File: config.mk
export PLATFORM = sky130hd
export DESIGN_NAME = pipeline_hazard_ctrl
export DESIGN_NICKNAME = d
export VERILOG_FILES = /design/src/rtl/pipeline_ctrl_pkg.sv /design/src/rtl/load_use_detect.sv /design/src/rtl/pipeline_hazard_ctrl.sv
export SDC_FILE = /design/constraint.sdc
export NUM_CORES = 1
export LEC_CHECK = 0
export ABC_AREA = 0
export CAP_MARGIN = 20
export CORE_MARGIN = 2
export CORE_UTILIZATION = 51
export DETAILED_ROUTE_END_ITERATION = 12
export GPL_TIMING_DRIVEN = 0
export PLACE_DENSITY = 0.92
export REMOVE_ABC_BUFFERS = 1
export SKIP_LAST_GASP = 1
export SYNTH_ARGS = -nofsm -noshare
export SYNTH_HDL_FRONTEND = slang
export SYNTH_HIERARCHICAL = 1
export SYNTH_SLANG_ARGS = --single-unit
File: constraint.sdc
create_clock -name clk -period 4.44 [get_ports clk]
set_input_delay 0.444 -clock clk [delete_from_list [all_inputs] [get_ports clk]]
set_output_delay 0.444 -clock clk [all_outputs]
set_load 0.05 [all_outputs]
File: src/rtl/pipeline_ctrl_pkg.sv
// Shared definitions for the pipeline hazard controller: FSM encoding,
// register-address width and default timing parameters.
package pipeline_ctrl_pkg;

  localparam int REG_ADDR_W      = 5;
  localparam int DEF_MULDIV_LAT  = 4;
  localparam int DEF_MEM_TIMEOUT = 255;

  typedef enum logic [1:0] {
    RUN         = 2'd0,
    MEM_WAIT    = 2'd1,
    MULDIV_WAIT = 2'd2
  } state_t;

endpackage

File: src/rtl/load_use_detect.sv
// Combinational load-use hazard compare between the load in EX and the
// source operands of the instruction in ID. Writes to x0 never hazard.
module load_use_detect
  import pipeline_ctrl_pkg::*;
(
  input  logic [REG_ADDR_W-1:0] rs1_addr,
  input  logic [REG_ADDR_W-1:0] rs2_addr,
  input  logic                  uses_rs2,
  input  logic [REG_ADDR_W-1:0] rd_addr,
  input  logic                  mem_read,
  output logic                  hazard
);

  assign hazard = mem_read && (rd_addr != '0) &&
                  ((rd_addr == rs1_addr) || (uses_rs2 && (rd_addr == rs2_addr)));

endmodule

File: src/rtl/pipeline_hazard_ctrl.sv
// Stall/flush/redirect controller for a 5-stage pipeline: memory wait,
// multi-cycle mul/div, taken branches and load-use hazards.
module pipeline_hazard_ctrl
  import pipeline_ctrl_pkg::*;
#(
  parameter int MULDIV_LAT  = DEF_MULDIV_LAT,
  parameter int MEM_TIMEOUT = DEF_MEM_TIMEOUT,
  parameter int CNT_W       = 16
) (
  input  logic                  clk,
  input  logic                  rst,
  input  logic [REG_ADDR_W-1:0] id_rs1_addr,
  input  logic [REG_ADDR_W-1:0] id_rs2_addr,
  input  logic                  id_uses_rs2,
  input  logic [REG_ADDR_W-1:0] ex_rd_addr,
  input  logic                  ex_mem_read,
  input  logic                  ex_branch_taken,
  input  logic                  ex_is_muldiv,
  input  logic                  mem_req,
  input  logic                  mem_ready,
  output logic                  pc_stall,
  output logic                  if_id_stall,
  output logic                  id_ex_stall,
  output logic                  ex_mem_stall,
  output logic                  if_id_flush,
  output logic                  id_ex_flush,
  output logic                  ex_mem_flush,
  output logic                  pc_redirect,
  output logic                  muldiv_start,
  output logic [1:0]            state,
  output logic                  mem_timeout,
  output logic [CNT_W-1:0]      stall_cycles
);

  localparam int MD_W = 4;
  localparam int TO_W = $clog2(MEM_TIMEOUT + 1);

  state_t          state_r, state_nxt;
  logic [MD_W-1:0] md_cnt;
  logic            md_load;
  logic [TO_W-1:0] mem_cnt, mem_cnt_nxt;
  logic            load_use;

  load_use_detect u_load_use (
    .rs1_addr (id_rs1_addr),
    .rs2_addr (id_rs2_addr),
    .uses_rs2 (id_uses_rs2),
    .rd_addr  (ex_rd_addr),
    .mem_read (ex_mem_read),
    .hazard   (load_use)
  );

  assign state = state_r;

  // NOTE: every output of this block gets a default first, so no path can infer a latch.
  always_comb begin
    pc_stall     = 1'b0;
    if_id_stall  = 1'b0;
    id_ex_stall  = 1'b0;
    ex_mem_stall = 1'b0;
    if_id_flush  = 1'b0;
    id_ex_flush  = 1'b0;
    ex_mem_flush = 1'b0;
    pc_redirect  = 1'b0;
    muldiv_start = 1'b0;
    md_load      = 1'b0;
    state_nxt    = state_r;

    if (rst) begin
      if_id_flush  = 1'b1;
      id_ex_flush  = 1'b1;
      ex_mem_flush = 1'b1;
      state_nxt    = RUN;
    end else begin
      unique case (state_r)
        RUN: begin
          if (mem_req && !mem_ready) begin
            pc_stall     = 1'b1;
            if_id_stall  = 1'b1;
            id_ex_stall  = 1'b1;
            ex_mem_stall = 1'b1;
            state_nxt    = MEM_WAIT;
          end else if (ex_is_muldiv) begin
            muldiv_start = 1'b1;
            pc_stall     = 1'b1;
            if_id_stall  = 1'b1;
            id_ex_stall  = 1'b1;
            ex_mem_flush = 1'b1;
            md_load      = 1'b1;
            state_nxt    = MULDIV_WAIT;
          end else if (ex_branch_taken) begin
            pc_redirect  = 1'b1;
            if_id_flush  = 1'b1;
            id_ex_flush  = 1'b1;
          end else if (load_use) begin
            pc_stall     = 1'b1;
            if_id_stall  = 1'b1;
            id_ex_flush  = 1'b1;
          end
        end
        MEM_WAIT: begin
          if (!mem_ready) begin
            pc_stall     = 1'b1;
            if_id_stall  = 1'b1;
            id_ex_stall  = 1'b1;
            ex_mem_stall = 1'b1;
          end else begin
            state_nxt    = RUN;
          end
        end
        MULDIV_WAIT: begin
          if (md_cnt != '0) begin
            pc_stall     = 1'b1;
            if_id_stall  = 1'b1;
            id_ex_stall  = 1'b1;
            ex_mem_flush = 1'b1;
          end else begin
            state_nxt    = RUN;
          end
        end
        default: state_nxt = RUN;
      endcase
    end
  end

  // mem_cnt counts completed memory-wait cycles, the RUN cycle that
  // detected the miss included; it saturates at MEM_TIMEOUT.
  always_comb begin
    mem_cnt_nxt = mem_cnt;
    if (state_r == RUN && state_nxt == MEM_WAIT)
      mem_cnt_nxt = TO_W'(1);
    else if (state_r == MEM_WAIT && !mem_ready && mem_cnt != TO_W'(MEM_TIMEOUT))
      mem_cnt_nxt = mem_cnt + 1'b1;
  end

  // NOTE: state registers use non-blocking assignments so all flops update together.
  always_ff @(posedge clk) begin
    if (rst) begin
      state_r      <= RUN;
      md_cnt       <= '0;
      mem_cnt      <= '0;
      mem_timeout  <= 1'b0;
      stall_cycles <= '0;
    end else begin
      state_r <= state_nxt;
      mem_cnt <= mem_cnt_nxt;

      if (md_load)
        md_cnt <= MD_W'(MULDIV_LAT - 2);
      else if (state_r == MULDIV_WAIT && md_cnt != '0)
        md_cnt <= md_cnt - 1'b1;

      if (mem_cnt_nxt == TO_W'(MEM_TIMEOUT))
        mem_timeout <= 1'b1;

      if (pc_stall && stall_cycles != '1)
        stall_cycles <= stall_cycles + 1'b1;
    end
  end

endmodule

; ---- Yosys cells after proc, flatten, opt, wreduce, memory -nomap -nowiden
; Index checks and enable logic that the tools add are counted.
; W data, S select, Z words.
[totals]
ff_bits = 31
input_bits = 23
[classes]
add_sub_neg = 3
n_eq_ne = 8
n_mux = 41
reduce_logical = 16
[ops]
columns = operator, count
row1 = $mux W1, 27
row2 = $add A16 B1 Y16 const B, 1
row3 = $mux W8, 2
row4 = $ne A16 B16 Y1 const B, 1
row5 = $mux W2, 7
row6 = $eq A5 B5 Y1, 2
row7 = $logic_and A1 B1 Y1, 9
row8 = $add A8 B1 Y8 const B, 1
row9 = $eq A8 B8 Y1 const B, 1
row10 = $ne A8 B8 Y1 const B, 1
row11 = $pmux W1 S3, 2
row12 = $pmux W2 S3, 1
row13 = $reduce_bool A5 Y1, 1
row14 = $eq A2 B1 Y1 const B, 2
row15 = $pmux W1 S2, 2
row16 = $reduce_bool A4 Y1, 1
row17 = $sub A4 B1 Y4 const B, 1
row18 = $eq A2 B2 Y1 const B, 1
row19 = $logic_not A2 Y1, 1
row20 = $reduce_bool A2 Y1, 1
row21 = $reduce_or A2 Y1, 1
row22 = $logic_not A1 Y1, 1
row23 = $logic_or A1 B1 Y1, 1

; ---- Longest topological paths before layout
; Gate-level depths: netlist of the first run.
[depth]
ltp_word = 11
ltp_mapped = 12

; ---- By module
; Netlist of the first run, hierarchy kept.
[by_module_without_submodules]
columns = mod, n_inst, cells_per_inst, area_each_um2, seq_area_each_um2
row1 = pipeline_hazard_ctrl, 1, 209, 1722.9, 620.6
row2 = load_use_detect, 1, 17, 132.6, 0.0

; ---- Worst setup path before layout of the first run
; OpenSTA, ideal clock, no wires.
[synth_path]
path_type = input port to output port
startpoint = in ex_rd_addr[3]
endpoint = out pc_stall
t_arrival_ps = 2377
setup_slack_ps = 1619
stages = 11
n_path_buf = 3
path_cell_list = xor2_1 nor4_2 nand3_1 a21oi_1 nor3b_1 a21o_1 a2bb2oi_2 buf_2 buf_4 inv_1 buf_4
[synth_via]
elab_chain_cells = 10
elab_cells_between_ends = 13
[synth_rtl]
columns = element, line
row1 = "start, declared", pipeline_hazard_ctrl.sv:15  ; input logic [REG_ADDR_W-1:0] ex_rd_addr,
row2 = $eq A5 B5 Y1, load_use_detect.sv:15  ; ((rd_addr == rs1_addr) || (uses_rs2 && (rd_addr == rs2_addr)));
row3 = $logic_and A1 B1 Y1, load_use_detect.sv:15
row4 = $logic_or A1 B1 Y1, load_use_detect.sv:15
row5 = $logic_and A1 B1 Y1 *, load_use_detect.sv:14  ; assign hazard = mem_read && (rd_addr != '0) &&
row6 = via load_use, pipeline_hazard_ctrl.sv:42  ; logic load_use;
row7 = $mux W1 * (4 in a row), n/a
row8 = $pmux W1 S3 *, n/a
row9 = $mux W1 *, n/a
row10 = "end, declared", pipeline_hazard_ctrl.sv:21  ; output logic pc_stall,
; The timed path passes the listed nets; every way through them passes the cells marked *.

; ---- Final worst setup path of the first run
[layout_path]
startpoint = in ex_rd_addr[1]
endpoint = out if_id_stall
[layout_via]
elab_chain_cells = 10
elab_cells_between_ends = 13
[layout_rtl]
columns = element, line
row1 = $eq A5 B5 Y1, load_use_detect.sv:15
row2 = $logic_and A1 B1 Y1, load_use_detect.sv:15
row3 = $logic_or A1 B1 Y1, load_use_detect.sv:15
row4 = $logic_and A1 B1 Y1 *, load_use_detect.sv:14
row5 = via load_use, pipeline_hazard_ctrl.sv:42
row6 = $mux W1 *, pipeline_hazard_ctrl.sv:95  ; end else if (load_use) begin
row7 = $mux W1 *, pipeline_hazard_ctrl.sv:91  ; end else if (ex_branch_taken) begin
row8 = $mux W1 *, pipeline_hazard_ctrl.sv:83  ; end else if (ex_is_muldiv) begin
row9 = $mux W1 *, pipeline_hazard_ctrl.sv:77  ; if (mem_req && !mem_ready) begin
row10 = $pmux W1 S3 *, pipeline_hazard_ctrl.sv:75  ; unique case (state_r)
row11 = $mux W1 *, pipeline_hazard_ctrl.sv:69  ; if (rst) begin
row12 = "end, declared", pipeline_hazard_ctrl.sv:22  ; output logic if_id_stall,
; Marked as above.

==> parameters.txt, run 1 <==
Parameter                              Value

Die
  Die width ... 64.32 um
  Starting Density ... 54.32%
  Total I/O pin count ... 51
  Height of the die ... 64.32 um
  Number of rows in the core area ... 21
  Die Outline Area ... 4137 um2
  Std-Cell Core Area ... 3416 um2

Setup path
  Worst Setup End Kind ... primary output
  WP buf/inv ... 4
  Largest fanout of any net on the critical path ... 24
  Path length in cells of the critical path ... 10
  Crit path kind ... in2out
  Required time at the worst-slack endpoint ... 4.00 ns
  Family of cells with the greatest summed delay on the critical path ... buffers and inverters
  Worst path most repeated cell ... clkdlybuf4s50_1
  Ordered list of cells on the worst path ... clkdlybuf4s50_1 > or4_1 > o21ai_1 > a21oi_1 > nor3b_1 > a21o_1 > a2bb2oi_2 > buf_8 > inv_1 > clkdlybuf4s50_1
  Number of cells on the worst reg-to-reg path ... 8
  Arrival time reported for the critical path endpoint ... 3.32 ns
  Crit path largest cell delay ... 0.70 ns
  Critical path's slowest cell ... clkdlybuf4s50_1
  Worst setup SP type ... input pin

Clocking
  Clock edge transition at the registers on the reported setup and hold paths ... 0.10 ns
  Hold buffers post-CTS ... 0
  Setup repair bufs after CTS ... 0
  Worst skew pair latency ... 0.35 ns
  CTS max path bufs ... 2
  Number of clock buffers inserted by TritonCTS ... 5
  Clock tree from TritonCTS ... yes
  Clock root buffer ... clkbuf_4
  # clock sinks ... 31
  H-Tree Level Count ... 2
  Number of gates resized after CTS ... 0

STA
  Total negative slack ... 0 ns
  Total setup violations reported at the end of the flow ... 0
  Worst Max-Slew Pin Slew ... 0.9431 ns
  Number of hold-slack violations in the final timing report ... 0
  Setup repair after global routing missed its margin ... false
  Worst Slack Setup Final ... 0.6765 ns
  Crit share post-route ... 84.76%
  Fmax achieved ... 265.7 MHz
  Fin Clk Skew ... 0.01011 ns
  Number of pins with negative max-slew slack in the final report ... 0
  Post-route worst hold slack ... 0.4813 ns
  Max_slew headroom ... 36.93%
  Min Tclk post-route ... 3.764 ns

Global route
  Antenna violations before repair ... 0
  Wire length of the first global-routing pass ... 7803 um
  Gr ovfl total ... 0
  All-Layer GR Usage ... 23.61%
  Pin count of the biggest net entering global routing ... 31
  Vias in the first global route ... 1709

Synth
  Total of warnings raised by yosys ... 6
  Number of flops mapped to enable cells by yosys ... 0
  Most instantiated flip-flop cell in the synthesis netlist ... dfxtp_1
  Register bit total from synthesis ... 31
  Cell area after synthesis ... 1856 um2
  Synthesized instance count ... 226
  Yosys cell types ... 51
  Proportion of register bits with asynchronous set or reset after synthesis ... 0%
  Sequential area share after synthesis ... 33.45%
  Post-Syn Area per Cell ... 8.210 um2

Cells and area
  Utilization after layout ... 70.95%
  Fill cell count ... 278
  Number of nets in the final layout ... 297
  Final design instance area without fill ... 2424 um2
  FF+latch area ... 620.6 um2
  Multi-input combinational cell area ... 1127 um2
  Synthesis-to-layout area growth ... 30.61%
  Antenna cell count ... 0
  Share of cells above drive strength 1 ... 5.147%

Worst hold path
  Type of the most critical hold path ... reg2reg
  Hold Crit Depth ... 1

Route
  Final wirelength ... 4617 um
  Drt initial violations ... 176
  DR pass1 iterations ... 4
  Mean routed wirelength per cell ... 14.52 um
  Highest metal layer with signal wires ... met4
  Wl on met1 ... 2051 um
  Average vias per placed instance ... 5.877
  Routed wl met3 ... 181 um
  Number of vias in the routed layout ... 1869
  Length of routed met2 wiring ... 2324 um
  Number of nets with antenna violations after routing ... 0
  Drc violations ... 0

Power and ir drop
  Power per cell area ... 256.7 nW/um2
  Max VDD drop ... 0.0002195 V
  Switching power share of the total ... 30.42%
  Switching power ... 0.0001893 W
  Clock share of power ... 30.8%
  P_leak ... 0.8409 nW
  Comb pwr share ... 22.2%
  Part of the power in registers ... 47.0%
  Internal power component ... 0.0004328 W

Place
  IO buf count ... 50
  Placed standard-cell area ... 2340 um2
  Sum of net half-perimeters after detailed placement ... 3337 um
  Setup WS pre-CTS ... 0.2981 ns
  Routability congestion estimate ... 0.8252

Run status
  Result of the run ... complete, no violations

Job
  Number of max-cap violations ... 0
[path summary, 6_finish.rpt]
kind	end	slack [ns]	startpoint
worst max register to register	stall_cycles[8]	2.18	md_cnt[0]
worst max-delay path	if_id_stall	0.68	ex_rd_addr[1]
worst min register to register	mem_timeout	0.48	mem_timeout
worst min-delay path	mem_timeout	0.48	mem_timeout
[cells in the mapped netlist, types with 2 or more instances]
cell type | n | area (um2)
a21oi_1 | 14 | 70.07
nor2_1 | 14 | 52.55
clkbuf_1 | 3 | 11.26
or3b_1 | 2 | 17.52
buf_2 | 5 | 25.02
or4_1 | 9 | 67.56
ha_1 | 3 | 37.54
o311ai_1 | 6 | 52.55
and3_1 | 6 | 37.54
nor2b_1 | 3 | 18.77
nand2_1 | 21 | 78.83
o41ai_1 | 5 | 43.79
o31ai_1 | 6 | 45.04
and2_1 | 2 | 12.51
mux2i_1 | 3 | 30.03
nand3_1 | 13 | 65.06
o21ai_1 | 3 | 15.01
nand4_1 | 7 | 43.79
dfxtp_1 | 31 | 620.6
xnor2_1 | 6 | 52.55
nor3_1 | 6 | 30.03
mux2_1 | 2 | 22.52
xor2_1 | 9 | 78.83
inv_1 | 9 | 33.78
o21ai_0 | 4 | 20.02
o211ai_1 | 2 | 15.01
nor4_1 | 4 | 25.02
buf_4 | 3 | 22.52
nand3b_1 | 2 | 15.01
a41o_1 | 2 | 20.02
[layout by cell type (no fill, tap or decap), types with 4 or more instances in the layout]
cell type        synthesis  final
a21oi_1                 14     14
and3_1                   6      6
clkbuf_4                 0      5
clkdlybuf4s50_1          0     50
dfxtp_1                 31     31
inv_1                    9      9
nand2_1                 21     21
nand3_1                 13     13
nand4_1                  7      7
nor2_1                  14     14
nor3_1                   6      6
nor4_1                   4      4
o21ai_0                  4      4
o311ai_1                 6      6
o31ai_1                  6      6
o41ai_1                  5      5
or4_1                    9      9
xnor2_1                  6      6
xor2_1                   9      9
[registers in the layout (all words and copies together) (netlist names)]
name          flops
stall_cycles     16
mem_cnt           8
md_cnt            4
state             2
mem_timeout       1
[cell families after synthesis]
| group | share of synthesized area [%] |
|---|---|
| AOI/OAI and AO/OA | 19.42 |
| xor gates and xnor gates | 7.080 |
| adders and majority gates | 2.023 |
| buffers and inverters | 5.798 |
| DFF | 33.45 |
| muxes | 2.832 |
| and+or+nand+nor | 29.40 |
[area by class of cell]
class | count | share of cell area (%)
repair buffers | 51 | 21.27
well taps | 46 | 2.375
multi-input cells | 173 | 46.52
flip-flops and latches | 31 | 25.61
inverters | 9 | 1.394
clock buffers | 8 | 2.839
[power groups by stage]
stage	registers [W]	logic (W)	clock network, W
2_1_floorplan	0.000307	0.0000689	0
3_3_place_gp	0.000298	0.000131	0
3_5_place_dp	0.000298	0.000133	0
4_1_cts	0.000292	0.000134	0.000195
5_1_grt	0.000293	0.000148	0.000207
6_report	0.000292	0.000138	0.000192
[through the flow]
step	std cells	power (W)
after floorplan	213	0.0003754
after global placement	309	0.0004291
after detailed placement	309	0.0004313
after CTS	317	0.0006210
after global routing	318	0.0006484
final	318	0.0006221
[metal layers]
metal | vias to the layer above | track usage [%]
met5 | - | 0
met4 | 0 | 9.043
met3 | 7 | 6.338
met2 | 35 | 40.76
met1 | 890 | 27.74
li1 | 937 | -
No activity file was read; power rests on OpenSTA's default activity.
==> run 2, diff against run 1 <==
--- a/config.mk
+++ b/config.mk
@@ -8,10 +8,10 @@
 export ABC_AREA = 0
 export CAP_MARGIN = 20
 export CORE_MARGIN = 2
-export CORE_UTILIZATION = 51
+export CORE_UTILIZATION = 43
 export DETAILED_ROUTE_END_ITERATION = 12
 export GPL_TIMING_DRIVEN = 0
-export PLACE_DENSITY = 0.92
+export PLACE_DENSITY = 0.84
 export REMOVE_ABC_BUFFERS = 1
 export SKIP_LAST_GASP = 1
 export SYNTH_ARGS = -nofsm -noshare
==> constraint.sdc (replaced) <==
create_clock -name clk -period 3.4 [get_ports clk]
set_input_delay 0.34 -clock clk [delete_from_list [all_inputs] [get_ports clk]]
set_output_delay 0.34 -clock clk [all_outputs]
set_load 0.05 [all_outputs]
==> run 2 against run 1 <==
Against the previous run: power increased by 52%; register-to-register slack got worse by 1.0 ns; critical path depth decreased by 1; core utilization decreased by 10 points; sequential cell count unchanged; highest routed layer unchanged.
==> parameters.txt, run 2 (synthesis gave the netlist of run 1 again) <==
Parameter                              Value

Route
  Number of vias in the routed layout ... 1829
  Number of nets with antenna violations after routing ... 0
  Drc violations ... 0
  Drt initial violations ... 156
  Mean routed wirelength per cell ... 14.11 um
  Average vias per placed instance ... 5.680
  Final wirelength ... 4543 um
  DR pass1 iterations ... 4

Clocking
  Number of clock buffers inserted by TritonCTS ... 5
  Clock tree from TritonCTS ... yes
  Clock root buffer ... clkbuf_8
  H-Tree Level Count ... 2
  Clock edge transition at the registers on the reported setup and hold paths ... 0.06 ns
  # clock sinks ... 31
  Hold buffers post-CTS ... 0
  Setup repair bufs after CTS ... 0
  CTS max path bufs ... 2
  Worst skew pair latency ... 0.29 ns

Die
  Height of the die ... 69.69 um
  Die width ... 69.69 um
  Number of rows in the core area ... 23
  Total I/O pin count ... 51
  Die Outline Area ... 4857 um2
  Std-Cell Core Area ... 4086 um2
  Starting Density ... 45.41%

Cells and area
  Fill cell count ... 367
  Most common cell after layout, fill and taps aside ... clkdlybuf4s50_1
  Share of cells above drive strength 1 ... 5.515%
  Registers with the most flip-flops ... stall_cycles x16, mem_cnt x8, md_cnt x4
  Synthesis-to-layout area growth ... 34.12%
  Utilization after layout ... 60.90%
  Reg with most FFs ... stall_cycles
  Most frequent cells in the layout ... 47 x clkdlybuf4s50_1, 31 x dfxtp_1, 21 x nand2_1
  Number of nets in the final layout ... 297
  Largest register FFs ... 16
  Antenna cell count ... 0

Setup path
  Worst R2R Start ... stall_cycles[6]
  Number of cells on the worst reg-to-reg path ... 5
  Worst Setup End Kind ... primary output
  Family of cells with the greatest summed delay on the critical path ... buffers and inverters
  Crit path largest cell delay ... 0.53 ns
  CP Capture Point ... pc_stall
  Setup slack of the worst register-to-register path ... 1.16 ns
  Path length in cells of the critical path ... 9
  Critical path's slowest cell ... or4_1
  Largest fanout of any net on the critical path ... 15
  WP buf/inv ... 3
  Start point of the critical path ... ex_rd_addr[1]
  Required time at the worst-slack endpoint ... 3.06 ns
  Worst setup SP type ... input pin
  End of the worst register-to-register path ... stall_cycles[8]
  Arrival time reported for the critical path endpoint ... 2.79 ns
  Ordered list of cells on the worst path ... clkdlybuf4s50_1 > or4_1 > o21ai_1 > a21oi_1 > nor3b_1 > a21o_1 > a2bb2oi_4 > inv_1 > dlygate4sd2_1
  Crit path kind ... in2out

Global route
  Pin count of the biggest net entering global routing ... 28
  Gr ovfl total ... 0
  All-Layer GR Usage ... 19.30%
  Antenna violations before repair ... 0
  Wire length of the first global-routing pass ... 7748 um
  Vias in the first global route ... 1740

Place
  Routability congestion estimate ... 0.8605
  IO buf count ... 50
  Sum of net half-perimeters after detailed placement ... 3163 um

Power and ir drop
  Comb pwr share ... 19.1%
  Part of the power in registers ... 40.4%
  Switching power share of the total ... 28.02%
  P_leak ... 0.8796 nW
  Clock share of power ... 40.4%
  Internal power component ... 0.0006796 W
  Switching power ... 0.0002646 W
  Power per cell area ... 379.4 nW/um2
  Max VDD drop ... 0.0002449 V

STA
  Number of pins with negative max-slew slack in the final report ... 0
  Fin Clk Skew ... 0.005049 ns
  Total setup violations reported at the end of the flow ... 0
  Crit share post-route ... 92.04%
  Number of hold-slack violations in the final timing report ... 0
  Fmax achieved ... 319.6 MHz
  Min Tclk post-route ... 3.129 ns
  Post-route worst hold slack ... 0.4884 ns
  Max_slew headroom ... 32.56%
  Worst Max-Slew Pin Slew ... 1.010 ns
  Setup repair after global routing missed its margin ... false

Job
  Number of max-cap violations ... 0

Run status
  Result of the run ... complete, no violations

Worst hold path
  Type of the most critical hold path ... reg2reg
  Hold Crit Depth ... 1
  Startpoint of the lowest-slack hold path ... mem_timeout
## run 2: layout make-up
class | count | area (um2) | share of cell area (%)
sequential | 31 | 620.6 | 24.94
timing repair buffer | 50 | 500.5 | 20.11
inverter | 9 | 33.78 | 1.357
clock inverter | 2 | 35.03 | 1.408
clock buffer | 6 | 82.58 | 3.318
tap | 50 | 62.56 | 2.514
multi-input combinational | 174 | 1154 | 46.36
## run 2: worst min path at each step
stage	endpoint	slack (ns)
after floorplan	md_cnt[1]	0.41
after global placement	mem_timeout	0.46
after detailed placement	mem_timeout	0.48
after CTS	mem_timeout	0.50
after global routing	mem_timeout	0.52
final	mem_timeout	0.49
## run 2: per-layer routing
layer  track usage, %  part of all wire [%]
met5                0                     0
met4            7.051                   1.7
met3            5.233                   3.1
met2            31.84                    49
met1            24.11                    46
## run 2: repair_timing
action,4_1_cts,5_1_grt
gates cloned,1,0
pin swaps,1,0
endpoints found under the setup margin,2,4
resized for setup,3,1
## run 2: stage by stage
| stage | TNS, ns | area, um2 | power [W] | instances | setup slack, ns |
|---|---|---|---|---|---|
| global route | 0 | 2489 | 0.0009875 | 322 | 0.1149 |
| floorplan | 0 | 1782 | 0.0004902 | 213 | 0.3783 |
| global placement | -1.046 | 2345 | 0.0005612 | 313 | -0.5231 |
| detailed placement | -1.158 | 2345 | 0.0005639 | 313 | -0.5789 |
| finish | 0 | 2489 | 0.0009442 | 322 | 0.2708 |
| CTS | 0 | 2486 | 0.0009489 | 322 | 0.06147 |
## run 2: power by group through the flow
stage               Sequential, W  Combinational (W)  Clock, W
floorplan                0.000400          0.0000899         0
global placement         0.000389           0.000172         0
detailed placement       0.000390           0.000174         0
CTS                      0.000382           0.000182  0.000386
global route             0.000383           0.000194  0.000411
finish                   0.000382           0.000181  0.000382
## run 2: worst register-to-register path, stage by stage (launching register included)
cell	delay (ns)
dfxtp_1	0.43
nand3_1	0.17
nor3_1	0.42
and4_1	0.67
nor4_1	0.11
mux2_1	0.33
==> run 3, diff against run 2 <==
--- a/config.mk
+++ b/config.mk
@@ -7,6 +7,7 @@
 export LEC_CHECK = 0
 export ABC_AREA = 0
 export CAP_MARGIN = 20
+export CORE_ASPECT_RATIO = 1.1
 export CORE_MARGIN = 2
 export CORE_UTILIZATION = 43
 export DETAILED_ROUTE_END_ITERATION = 12
==> run 3 against run 2 <==
Against the previous run: register-to-register slack got worse by 0.04 ns; via count increased by 2.4%; critical path depth increased by 1; count of clock-buffer cells in the layout unchanged; clock power about the same; wire length increased by 3.7%; highest routed layer unchanged; non-clock buffer count unchanged; critical endpoint unchanged.
==> parameters.txt, run 3 (synthesis gave the netlist of run 1 again) <==
Parameter                              Value

Place
  Cell Count Post-Placement ... 317
  Routability congestion estimate ... 0.7992
  IO buf count ... 50
  Placed standard-cell area ... 2350 um2
  Sum of net half-perimeters after detailed placement ... 3265 um

Clocking
  Number of clock buffers inserted by TritonCTS ... 5
  Clock root buffer ... clkbuf_8
  H-Tree Level Count ... 2
  CTS max path bufs ... 2
  Setup repair bufs after CTS ... 0
  # clock sinks ... 31
  Worst skew pair latency ... 0.28 ns
  Clock edge transition at the registers on the reported setup and hold paths ... 0.07 ns
  Clock tree from TritonCTS ... yes

Setup path
  End of the worst register-to-register path ... stall_cycles[12]
  CP Capture Point ... pc_stall
  Path length in cells of the critical path ... 10
  Worst setup SP type ... input pin
  Largest fanout of any net on the critical path ... 15
  Start point of the critical path ... ex_rd_addr[0]
  Required time at the worst-slack endpoint ... 3.06 ns
  Crit path kind ... in2out
  Worst R2R Start ... stall_cycles[6]
  Arrival time reported for the critical path endpoint ... 2.84 ns
  Crit path largest cell delay ... 0.53 ns
  Number of cells on the worst reg-to-reg path ... 5
  Setup slack of the worst register-to-register path ... 1.12 ns
  Worst Setup End Kind ... primary output
  WP buf/inv ... 3
  Critical path's slowest cell ... dlygate4sd2_1
  Ordered list of cells on the worst path ... clkdlybuf4s50_1 > xor2_1 > nor4_2 > nand3_1 > a21oi_1 > nor3b_1 > a21o_1 > a2bb2oi_4 > inv_1 > dlygate4sd2_1
  Family of cells with the greatest summed delay on the critical path ... buffers and inverters

Power and ir drop
  Max VDD drop ... 0.0001678 V
  Switching power share of the total ... 28.05%
  Power per cell area ... 378.9 nW/um2
  Switching power ... 0.0002651 W
  P_leak ... 0.8796 nW
  Part of the power in registers ... 40.4%
  Comb pwr share ... 19.3%
  Internal power component ... 0.0006799 W
  Clock share of power ... 40.3%

STA
  Worst Max-Slew Pin Slew ... 1.071 ns
  Min Tclk post-route ... 3.178 ns
  Number of hold-slack violations in the final timing report ... 0
  Crit share post-route ... 93.46%
  Total setup violations reported at the end of the flow ... 0
  Fin Clk Skew ... 0.004544 ns
  Setup repair after global routing missed its margin ... false
  Total negative slack ... 0 ns
  Number of pins with negative max-slew slack in the final report ... 0
  Max_slew headroom ... 28.51%
  Fmax achieved ... 314.7 MHz

Cells and area
  Most frequent cells in the layout ... 47 x clkdlybuf4s50_1, 31 x dfxtp_1, 21 x nand2_1
  Synthesis-to-layout area growth ... 34.39%
  Final design instance area without fill ... 2494 um2
  Count of non-filler cells in the finished layout ... 326
  Reg with most FFs ... stall_cycles
  Antenna cell count ... 0
  Share of cells above drive strength 1 ... 5.515%
  Registers with the most flip-flops ... stall_cycles x16, mem_cnt x8, md_cnt x4
  Most common cell after layout, fill and taps aside ... clkdlybuf4s50_1
  Fill cell count ... 383
  Number of nets in the final layout ... 297
  Largest register FFs ... 16

Route
  DR pass1 iterations ... 4
  Drt initial violations ... 63
  Drc violations ... 0
  Mean routed wirelength per cell ... 14.46 um
  Number of nets with antenna violations after routing ... 0
  Final wirelength ... 4713 um
  Average vias per placed instance ... 5.745
  Number of vias in the routed layout ... 1873

Job
  Number of max-cap violations ... 0

Worst hold path
  Type of the most critical hold path ... reg2reg

Global route
  Wire length of the first global-routing pass ... 7879 um
  Vias in the first global route ... 1794
  Gr ovfl total ... 0
  All-Layer GR Usage ... 20.47%
  Pin count of the biggest net entering global routing ... 28
  Antenna violations before repair ... 0

Die
  Height of the die ... 72.90 um
  Die Outline Area ... 4857 um2
  Number of rows in the core area ... 25
  Std-Cell Core Area ... 4223 um2
  Die width ... 66.64 um
  Total I/O pin count ... 51
  Starting Density ... 43.94%

Run status
  Result of the run ... complete, no violations
run 3: stage by stage:
stage	worst slack (ns)	hold WS, ns	util, %	power (W)
after floorplan	0.3783	0.4091	-	0.0004902
final	0.2225	0.4976	59.05	0.0009450
after global routing	0.02689	0.5332	59.05	0.0009817
after global placement	-0.5471	0.4626	55.64	0.0005615
after CTS	0.03675	0.5005	58.99	0.0009488
after detailed placement	-0.5478	0.4852	55.64	0.0005649
run 3: power groups by stage:
stage / Sequential (W) / Combinational, W / Clock (W)
floorplan: 0.000400 / 0.0000899 / 0
global placement: 0.000389 / 0.000172 / 0
detailed placement: 0.000390 / 0.000175 / 0
CTS: 0.000381 / 0.000183 / 0.000385
global route: 0.000383 / 0.000195 / 0.000404
finish: 0.000382 / 0.000182 / 0.000381
run 3: metal layers:
metal | part of all wire (%) | global-route usage [%] | vias up | wire (um)
li1 | - | - | 944 | -
met5 | 0 | 0 | - | 0
met3 | 2.7 | 4.321 | 8 | 127
met2 | 52 | 34.78 | 36 | 2455
met1 | 43 | 24.69 | 885 | 2049
met4 | 1.7 | 9.070 | 0 | 80
run 3: worst min-delay path, stage by stage, from the launching register on:
cell	delay, ns
dfxtp_1	0.33
o311ai_1	0.07
nand2_1	0.05
run 3: cell type report:
type                            instances  area, um2  share of cell area (%)
Multi-Input combinational cell        174       1154                   46.26
Sequential cell                        31      620.6                   24.89
Inverter                                9      33.78                   1.355
Clock inverter                          2      35.03                   1.405
Timing Repair Buffer                   50      500.5                   20.07
Clock buffer                            6      82.58                   3.312
Tap cell                               54      67.56                   2.709
run 3: how the worst min path moves through the flow:
stage	startpoint	end	slack (ns)	cells after the start
6_report	stall_cycles[4]	stall_cycles[4]	0.50	2
5_1_grt	stall_cycles[4]	stall_cycles[4]	0.53	2
4_1_cts	stall_cycles[4]	stall_cycles[4]	0.50	2
3_5_place_dp	stall_cycles[4]	stall_cycles[4]	0.49	2
3_3_place_gp	mem_timeout	mem_timeout	0.46	1
2_1_floorplan	rst	md_cnt[1]	0.41	1
run 3: repair_timing:
item | 4_1_cts | 5_1_grt
resized for setup | 3 | 1
pin swaps | 1 | 0
setup endpoints to repair | 2 | 4
gates cloned | 1 | 0
hold buffers | 0 | 0
